`config.mk`:
```
export PLATFORM = sky130hd
export DESIGN_NAME = calc_display_driver
export DESIGN_NICKNAME = d
export VERILOG_FILES = /design/src/rtl/calc_display_driver.sv
export SDC_FILE = /design/constraint.sdc
export NUM_CORES = 1
export LEC_CHECK = 0
export ABC_AREA = 1
export BUFFER_PORTS_ARGS = -buffer_cell sky130_fd_sc_hd__buf_2
export CELL_PAD_IN_SITES_DETAIL_PLACEMENT = 1
export CELL_PAD_IN_SITES_GLOBAL_PLACEMENT = 2
export CORE_MARGIN = 10
export CORE_UTILIZATION = 40
export CTS_BUF_LIST = sky130_fd_sc_hd__clkbuf_4 sky130_fd_sc_hd__clkbuf_8
export DETAILED_ROUTE_END_ITERATION = 6
export PLACE_DENSITY = 0.95
export SKIP_LAST_GASP = 1
export SYNTH_ARGS = -nofsm -noshare
export SYNTH_HDL_FRONTEND = slang
export SYNTH_SLANG_ARGS = --single-unit
export TNS_END_PERCENT = 30
```
`constraint.sdc`:
```
create_clock -name clk -period 2.3 [get_ports clk]
set_clock_uncertainty 0.05 [all_clocks]
set_input_delay 0.345 -clock clk [delete_from_list [all_inputs] [get_ports clk]]
set_output_delay 0.345 -clock clk [all_outputs]
set_load 0.05 [all_outputs]
```
`src/rtl/calc_display_driver.sv`:
```
`default_nettype none
// ============================================================================
//  Module      : calc_display_driver
//  Description : Converts the calculator's sign-magnitude result to BCD with a
//                sequential double-dabble engine and drives a 6-digit
//                multiplexed active-low 7-segment display (digits 0-4 show
//                the magnitude, digit 5 shows the sign).
//  Revision    : 1.0 - initial release
// ============================================================================
module calc_display_driver #(
  parameter int SCAN_DIV = 50000
) (
  input  logic        clk,
  input  logic        rst_n,
  input  logic [15:0] R,
  input  logic        SR,
  input  logic [2:0]  Sestado,
  output logic [5:0]  an,
  output logic [6:0]  seg,
  output logic [19:0] bcd,
  output logic        bcd_valid,
  output logic        busy
);

  localparam int              CNT_W      = (SCAN_DIV > 2) ? $clog2(SCAN_DIV) : 1;
  localparam logic [CNT_W-1:0] c_cnt_last = CNT_W'(SCAN_DIV - 1);
  localparam logic [4:0]       c_last_shift = 5'd15;
  localparam logic [6:0]       c_seg_blank  = 7'h7F;
  localparam logic [6:0]       c_seg_minus  = 7'h3F;

  typedef enum logic [2:0] {
    S_IDLE  = 3'd0,
    S_LOAD  = 3'd1,
    S_ADJ   = 3'd2,
    S_SHIFT = 3'd3,
    S_DONE  = 3'd4
  } state_t;

  state_t r_state;
  state_t w_state_next;

  // Shadow copy of the inputs being (or last) converted
  logic        r_pending;
  logic [2:0]  r_sh_state;
  logic        r_sh_sign;
  logic [15:0] r_sh_mag;
  logic        w_change;

  // Double-dabble datapath: [35:16] BCD digits, [15:0] binary being shifted in
  logic [35:0] r_work;
  logic [4:0]  r_count;
  logic [19:0] w_adj;

  // Published result and the state/sign that belong to it
  logic [19:0] r_bcd;
  logic        r_bcd_valid;
  logic [2:0]  r_disp_state;
  logic        r_disp_sign;

  // Display scan
  logic [CNT_W-1:0] r_scan_cnt;
  logic [2:0]       r_idx;
  logic [2:0]       w_idx_next;
  logic             w_wrap;
  logic [5:0]       r_an;
  logic [6:0]       r_seg;
  logic [6:0]       w_seg_next;
  logic [4:0]       w_nz;
  logic [4:0]       w_show;

  function automatic logic [6:0] f_seg(input logic [3:0] d);
    logic [6:0] s;
    case (d)
      4'd0:    s = 7'h40;
      4'd1:    s = 7'h79;
      4'd2:    s = 7'h24;
      4'd3:    s = 7'h30;
      4'd4:    s = 7'h19;
      4'd5:    s = 7'h12;
      4'd6:    s = 7'h02;
      4'd7:    s = 7'h78;
      4'd8:    s = 7'h00;
      4'd9:    s = 7'h10;
      default: s = 7'h7F;
    endcase
    return s;
  endfunction

  assign w_change = r_pending ||
                    ({Sestado, SR, R} != {r_sh_state, r_sh_sign, r_sh_mag});

  // Add-3 correction for every BCD nibble that would overflow on the next shift
  for (genvar gi = 0; gi < 5; gi++) begin : g_adj
    assign w_adj[4*gi +: 4] = (r_work[16 + 4*gi +: 4] >= 4'd5) ?
                              (r_work[16 + 4*gi +: 4] + 4'd3) :
                              r_work[16 + 4*gi +: 4];
  end

  // Per-digit non-zero flags for leading-zero blanking
  for (genvar gi = 0; gi < 5; gi++) begin : g_nz
    assign w_nz[gi] = |r_bcd[4*gi +: 4];
  end

  assign w_show[0] = 1'b1;
  assign w_show[1] = |w_nz[4:1];
  assign w_show[2] = |w_nz[4:2];
  assign w_show[3] = |w_nz[4:3];
  assign w_show[4] = w_nz[4];

  // FSM state register
  always_ff @(posedge clk or negedge rst_n) begin
    if (!rst_n) r_state <= S_IDLE;
    else        r_state <= w_state_next;
  end

  // FSM next-state logic and busy flag
  always_comb begin
    w_state_next = r_state;
    busy         = (r_state != S_IDLE);
    case (r_state)
      S_IDLE:  if (w_change) w_state_next = S_LOAD;
      S_LOAD:  w_state_next = S_ADJ;
      S_ADJ:   w_state_next = S_SHIFT;
      S_SHIFT: w_state_next = (r_count == c_last_shift) ? S_DONE : S_ADJ;
      S_DONE:  w_state_next = S_IDLE;
      default: w_state_next = S_IDLE;
    endcase
  end

  // Capture the inputs when a conversion is launched; changes while busy wait
  always_ff @(posedge clk or negedge rst_n) begin
    if (!rst_n) begin
      r_pending  <= 1'b1;
      r_sh_state <= 3'd0;
      r_sh_sign  <= 1'b0;
      r_sh_mag   <= 16'd0;
    end else if (r_state == S_IDLE && w_change) begin
      r_pending  <= 1'b0;
      r_sh_state <= Sestado;
      r_sh_sign  <= SR;
      r_sh_mag   <= R;
    end
  end

  // Double-dabble work register and iteration counter
  always_ff @(posedge clk or negedge rst_n) begin
    if (!rst_n) begin
      r_work  <= 36'd0;
      r_count <= 5'd0;
    end else begin
      case (r_state)
        S_LOAD: begin
          r_work  <= {20'd0, r_sh_mag};
          r_count <= 5'd0;
        end
        S_ADJ:   r_work <= {w_adj, r_work[15:0]};
        S_SHIFT: begin
          r_work  <= {r_work[34:0], 1'b0};
          r_count <= r_count + 5'd1;
        end
        default: ;
      endcase
    end
  end

  // Publish a finished conversion atomically with its state and sign
  always_ff @(posedge clk or negedge rst_n) begin
    if (!rst_n) begin
      r_bcd        <= 20'd0;
      r_bcd_valid  <= 1'b0;
      r_disp_state <= 3'd0;
      r_disp_sign  <= 1'b0;
    end else if (r_state == S_DONE) begin
      r_bcd        <= r_work[35:16];
      r_bcd_valid  <= 1'b1;
      r_disp_state <= r_sh_state;
      r_disp_sign  <= r_sh_sign;
    end
  end

  assign w_wrap     = (r_scan_cnt == c_cnt_last);
  assign w_idx_next = !w_wrap ? r_idx : ((r_idx == 3'd5) ? 3'd0 : (r_idx + 3'd1));

  // Scan timer and digit index
  always_ff @(posedge clk or negedge rst_n) begin
    if (!rst_n) begin
      r_scan_cnt <= '0;
      r_idx      <= 3'd0;
    end else begin
      r_scan_cnt <= w_wrap ? '0 : (r_scan_cnt + CNT_W'(1));
      r_idx      <= w_idx_next;
    end
  end

  // Segment pattern for the digit about to be enabled
  always_comb begin
    w_seg_next = c_seg_blank;
    if (r_bcd_valid && r_disp_state != 3'd0) begin
      case (w_idx_next)
        3'd0: w_seg_next = f_seg(r_bcd[3:0]);
        3'd1: if (w_show[1]) w_seg_next = f_seg(r_bcd[7:4]);
        3'd2: if (w_show[2]) w_seg_next = f_seg(r_bcd[11:8]);
        3'd3: if (w_show[3]) w_seg_next = f_seg(r_bcd[15:12]);
        3'd4: if (w_show[4]) w_seg_next = f_seg(r_bcd[19:16]);
        3'd5: if (r_disp_sign && (|r_bcd)) w_seg_next = c_seg_minus;
        default: w_seg_next = c_seg_blank;
      endcase
    end
  end

  // Digit enable and segments registered together so they never disagree
  always_ff @(posedge clk or negedge rst_n) begin
    if (!rst_n) begin
      r_an  <= 6'b111110;
      r_seg <= c_seg_blank;
    end else begin
      r_an  <= ~(6'b000001 << w_idx_next);
      r_seg <= w_seg_next;
    end
  end

  assign an        = r_an;
  assign seg       = r_seg;
  assign bcd       = r_bcd;
  assign bcd_valid = r_bcd_valid;

endmodule
`default_nettype wire

```
### After elaboration in Yosys (flattened, before gate mapping)

Memory sizes are Yosys's and may differ from the RTL's.
Index checks and enable logic that the tools add are counted.
Widths: inputs -> output; s select.

* muxes and demuxes: 20
* shifts and indexed selects: 1
* reductions and logical operators: 21
* add/subtract/negate cells: 8
* magnitude comparators: 5
* equal/unequal tests: 19
* bitwise gates (word level): 2

Operators by type and width (count)
* $pmux 36 s3: 1
* $mux 7: 6
* $pmux 7 s6: 1
* $add 4x2->4 const B: 5
* $ge 4x3->1 const B: 5
* $mux 4: 5
* $ne 20x20->1: 1
* $reduce_or 20->1: 1
* $add 16x1->16 const B: 1
* $eq 16x16->1 const B: 1
* $mux 16: 1
* $reduce_or 16->1: 1
* $eq 3x2->1 const B: 4
* $eq 3x3->1 const B: 4
* $mux 3: 4
* $ne 2x2->1 const B: 6
* $pmux 3 s4: 1
* $reduce_and 2->1: 6
* $reduce_or 12->1: 1
* $pmux 5 s2: 1
* $reduce_bool 3->1: 3
* $reduce_or 8->1: 1
* $eq 3x1->1 const B: 2
* $logic_not 3->1: 2
* 10 further kinds: 12

* memory bits (read-only): 560
* register bits: 122
* output and inout bits: 35
* memories: 5

Memories
* (no name shown): depth 16, bits a word 7, rd ports 1, clocked after memory_dff 0, write ports 0, RTL line 73 `case (d)`
* (no name shown): depth 16, bits a word 7, rd ports 1, clocked after memory_dff 0, write ports 0, RTL line 73
* (no name shown): depth 16, bits a word 7, rd ports 1, clocked after memory_dff 0, write ports 0, RTL line 73
* (no name shown): depth 16, bits a word 7, rd ports 1, clocked after memory_dff 0, write ports 0, RTL line 73
* (no name shown): depth 16, bits a word 7, rd ports 1, clocked after memory_dff 0, write ports 0, RTL line 73

### Logic depth before layout (Yosys ltp)

* depth after elaboration: 6
* mapped depth: 12
* gate-level depth less buffers: 12

### Worst setup path before layout

Ideal clock, no wire load.

* kind: register to register
* start: register r_bcd[16] (netlist: bcd[16])
* end: register r_seg[3] (netlist: seg[3])
* path slack: 0.386 ns
* arrival: 1.781 ns
* clock period less this slack: 1.914 ns
* cell stages (with the launch flop): 11
* cell sequence: dfrtp_1 > inv_1 > ha_1 > nand3_1 > inv_2 > nor2_1 > inv_1 > a31oi_1 > nor2_1 > nor2_1 > nand3_1

* cells in the longest elaborated chain, start to end: 4
* elaborated cells on any way between the ends: 11
* those cells by class: mux (6); reduce/logical (4); memory (1)

RTL lines
* start: declaration: RTL line 55 `logic [19:0] r_bcd;`
* start signal: assignment: RTL line 174 `r_bcd <= r_work[35:16];`
* $mem_v2 16x7 (tied with other cells)
* $mux 7 (on tied branches)
* $pmux 7 s6 (*): RTL line 199 `case (w_idx_next)`
* $mux 7 (*): RTL line 198 `if (r_bcd_valid && r_disp_state != 3'd0) begin`
* named net w_seg_next[3]: RTL line 67 `logic [6:0] w_seg_next;`
* end signal: assignment: RTL line 215 `r_seg <= c_seg_blank;`
* end signal: assignment: RTL line 218 `r_seg <= w_seg_next;`
* end: declaration: RTL line 66 `logic [6:0] r_seg;`

Mark *: on every way through the listed nets, which the timed path passes. The rest lies on a longest branch.
A chain may end at the register's enable or synchronous reset.

### Worst setup path after layout

* start: register r_state[2]
* end: output port busy

* cells in the longest elaborated chain, start to end: 1

RTL lines
* start: declaration: RTL line 39 `state_t r_state;`
* start signal: assignment: RTL line 113 `else r_state <= w_state_next;`
* $reduce_bool 3->1: RTL line 119 `busy = (r_state != S_IDLE);`
* end: declaration: RTL line 22 `output logic busy`

Every way passes these cells.

==> impl_metrics.csv <==
group,metric,value,unit
outcome,run_status,"completed",
worst_hold_path,worstHoldPathCells,3,
timing,finalCritPeriodShare,91.3,%
logic_synthesis,yosys_most_used_dff,"dfrtp_1",
critical_path,cp_slowest_cell,"dfrtp_1",
clocking,cts_buffer_depth,2,
logic_synthesis,synth.most_common_cell,"nand2_1",
logic_synthesis,synth_warnings,0,
logic_synthesis,yosysTopAreaCell,"dfrtp_1",
placement,post-place-ws,0.343,ns
route,drc,0,
timing,finalMaxSlewViolations,0,
global_route,grt_pass1_vias,6919,
cells_and_area,fin_nets,1051,
cells_and_area,multi_input_area,3790,sq um
clocking,cts-resized-gates,0,
worst_hold_path,hp-class,"in -> reg",
clocking,cts-buffers-inserted,17,
timing,relSlewSlack,58.0,%
critical_path,critPathRequiredTime,1.90,ns
critical_path,critPathKind,"reg -> out",
logic_synthesis,async_reset_ff_share,100,%
cells_and_area,n_antenna_cell,0,
critical_path,crit_family,"flip-flops",
route,drt_first_pass_iters,4,
clocking,cts_sinks,122,
logic_synthesis,ys_seq_elements,122,
floorplan,die_x,156,um
floorplan,fp-row-count,49,
clocking,cts-root-buf,"clkbuf_8",
power,p_per_area,1040,nW/um^2
critical_path,timing.critical_path.buf_inv,3,
global_route,antenna_found_initial,0,
floorplan,start_util,40.8,%
power,vdd_drop_max,437,uV
cells_and_area,drive_gt1_share,18.4,%
critical_path,rr_worst_depth,10,
critical_path,crit_fanout,11,
placement,dp_hpwl,16000,um
timing,rsz0062_at_grt,"false",
route,routed_via_density,5.22,
critical_path,slowest_delay,0.53,ns
clocking,htreeDepth,4,
logic_synthesis,synth_cell_types,50,
timing,whs,0.0965,ns
critical_path,crit_arrival,1.70,ns
critical_path,cp_common_cell,"inv_1",
timing,tightest_slew,0.628,ns
logic_synthesis,yosys-top-cells-count,"nand2_1 (202), nor2_1 (121), dfrtp_1 (109)",
global_route,grt_max_degree,68,
clocking,post_cts_buffers,0,
route,avgRoutedWirePerCell,17.3,um
route,drt_iter0_markers,349,
global_route,grt_usage,18.2,%
timing,period_minus_slack,2.10,ns
timing,fmax,476,MHz
timing,hold_viol,0,
critical_path,reg2reg_from,"bcd[16]",
cells_and_area,final_util,46.6,%
critical_path,r2r_slack,0.35,ns
placement,port_buffers,56,
logic_synthesis,synth_area_per_cell,7.96,sq um
timing,setup_ws,0.200,ns
critical_path,path_cells,"nor2_1, inv_1, nor2_2, inv_1, buf_2",
worst_hold_path,hold_path_end,"r_sh_mag[3]",
timing,tns,0,ns
critical_path,critPathCaptureType,"primary output",
route,wirelength,21300,um
global_route,grt_pass1_wl,35800,um
floorplan,ioPinCount,57,
route,ant_nets,0,
floorplan,fp.coreArea,18000,sq um
cells_and_area,regArea,3070,sq um
power,leakagePower,0.00414,uW
cells_and_area,area_growth,14.3,%
critical_path,startpoint_type,"register",
logic_synthesis,ys_seq_area_share,41.7,%
clocking,cts_tree,"yes",
worst_hold_path,hold_start,"R[3]",
floorplan,die_h,156,um
logic_synthesis,netlist_area,7350,sq um
flow_run,cap_violations,0,
floorplan,dieArea,24200,sq um
route,via_count,6433,
critical_path,path_depth,5,
logic_synthesis,synth_edf_count,0,
critical_path,rr_endpoint,"seg[6]",
clocking,worstSkewPairLatency,0.45,ns
logic_synthesis,synth_top_area_share,37.1,%
timing,setup_viol,0,
logic_synthesis,synth_nets,985,
clocking,cts_hold_buf,1,
clocking,clk_pin_slew,0.08,ns
logic_synthesis,synthTopCellsByArea,"dfrtp_1 (37%), nand2_1 (10%), ha_1 (6.6%)",
global_route,grt_overflow,0,
placement,gp_congestion,0.844,
cells_and_area,fill_cells,2245,
logic_synthesis,syn_inst,924,
-- state kept, by name, summed over array words and instances, names as in the netlist --
register	cells
an	6
bcd	20
bcd_valid	1
r_count	5
r_disp_sign	1
r_disp_state	3
r_idx	3
r_pending	1
r_scan_cnt	16
r_sh_mag	16
r_sh_sign	1
r_sh_state	3
r_state	3
r_work	36
seg	7
-- worst max-delay path by stage --
stage / to / slack (ns) / start
2_1_floorplan: seg[3] / 0.39 / bcd[16]
3_3_place_gp: seg[6] / 0.40 / bcd[16]
3_5_place_dp: seg[6] / 0.34 / bcd[16]
4_1_cts: busy / 0.15 / r_state[2]
5_1_grt: busy / 0.05 / r_state[2]
6_report: busy / 0.20 / r_state[2]
-- kinds of logic (layout without fill, tap and decap cells) --
group / Yosys count / count (layout) / share of synthesized area, %
fa+ha+maj: 39 / 39 / 6.64
simple gates: 455 / 455 / 29.6
buf+inv: 126 / 205 / 6.65
flops: 122 / 122 / 41.7
xor+xnor: 10 / 10 / 1.19
compound gates: 170 / 170 / 13.9
mux: 2 / 2 / 0.306
-- per-layer routing --
layer / routed length, um / vias up / track usage (%)
li1: - / 3173 / -
met1: 9790 / 3169 / 23.2
met2: 10500 / 72 / 30.1
met3: 613 / 19 / 4.03
met4: 341 / 0 / 5.53
met5: 0 / - / 0
-- cell type report --
type                    count  area share [%]
well taps                 229            3.41
repair buffers             69            5.00
multi-input cells         676            45.1
inverters                 104            4.70
flip-flops and latches    122            36.5
clock inverters            12            1.95
clock buffers              20            3.28
-- tightest hold or removal path, stage by stage --
cell	delay [ns]
buf_2	0.10
nand3_1	0.07
nand2_1	0.06
-- placed cells by master (no fill, tap or decap), types with 3 or more instances in the layout --
cell type / synthesis / layout
a21boi_0: 3 / 3
a21oi_1: 37 / 37
a31oi_1: 6 / 6
and2_1: 5 / 5
buf_12: 0 / 3
buf_2: 9 / 55
buf_4: 0 / 10
bufinv_16: 0 / 3
clkbuf_8: 0 / 20
clkinv_4: 1 / 4
clkinvlp_4: 0 / 3
dfrtp_1: 109 / 109
dfstp_2: 13 / 13
ha_1: 39 / 39
inv_1: 91 / 91
inv_2: 11 / 11
nand2_1: 202 / 202
nand2_2: 8 / 8
nand2_4: 10 / 10
nand3_1: 57 / 57
nand3_4: 6 / 6
nand4_1: 9 / 9
nor2_1: 121 / 121
nor2_2: 11 / 11
nor2_4: 5 / 5
nor3_1: 5 / 5
o211ai_1: 7 / 7
o21ai_0: 64 / 64
o21ai_1: 15 / 15
o22ai_1: 14 / 14
o311ai_0: 8 / 8
o32ai_1: 5 / 5
or2_2: 6 / 6
xnor2_1: 7 / 7
xor2_1: 3 / 3
-- per-stage QoR --
stage | cell area [sq um] | cells | power (uW)
2_1_floorplan | 7350 | 924 | 5560
3_3_place_gp | 7960 | 1199 | 6530
3_5_place_dp | 7960 | 1199 | 6700
4_1_cts | 8400 | 1232 | 8860
5_1_grt | 8400 | 1232 | 9520
6_report | 8400 | 1232 | 8770
-- power breakdown --
| part | switching [uW] | internal (uW) | total (uW) |
|---|---|---|---|
| Clock | 955 | 1170 | 2130 |
| Sequential | 419 | 2700 | 3120 |
| Combinational | 2320 | 1210 | 3530 |
| Total | 3690 | 5080 | 8770 |
Power figures use the tool's default switching activity.
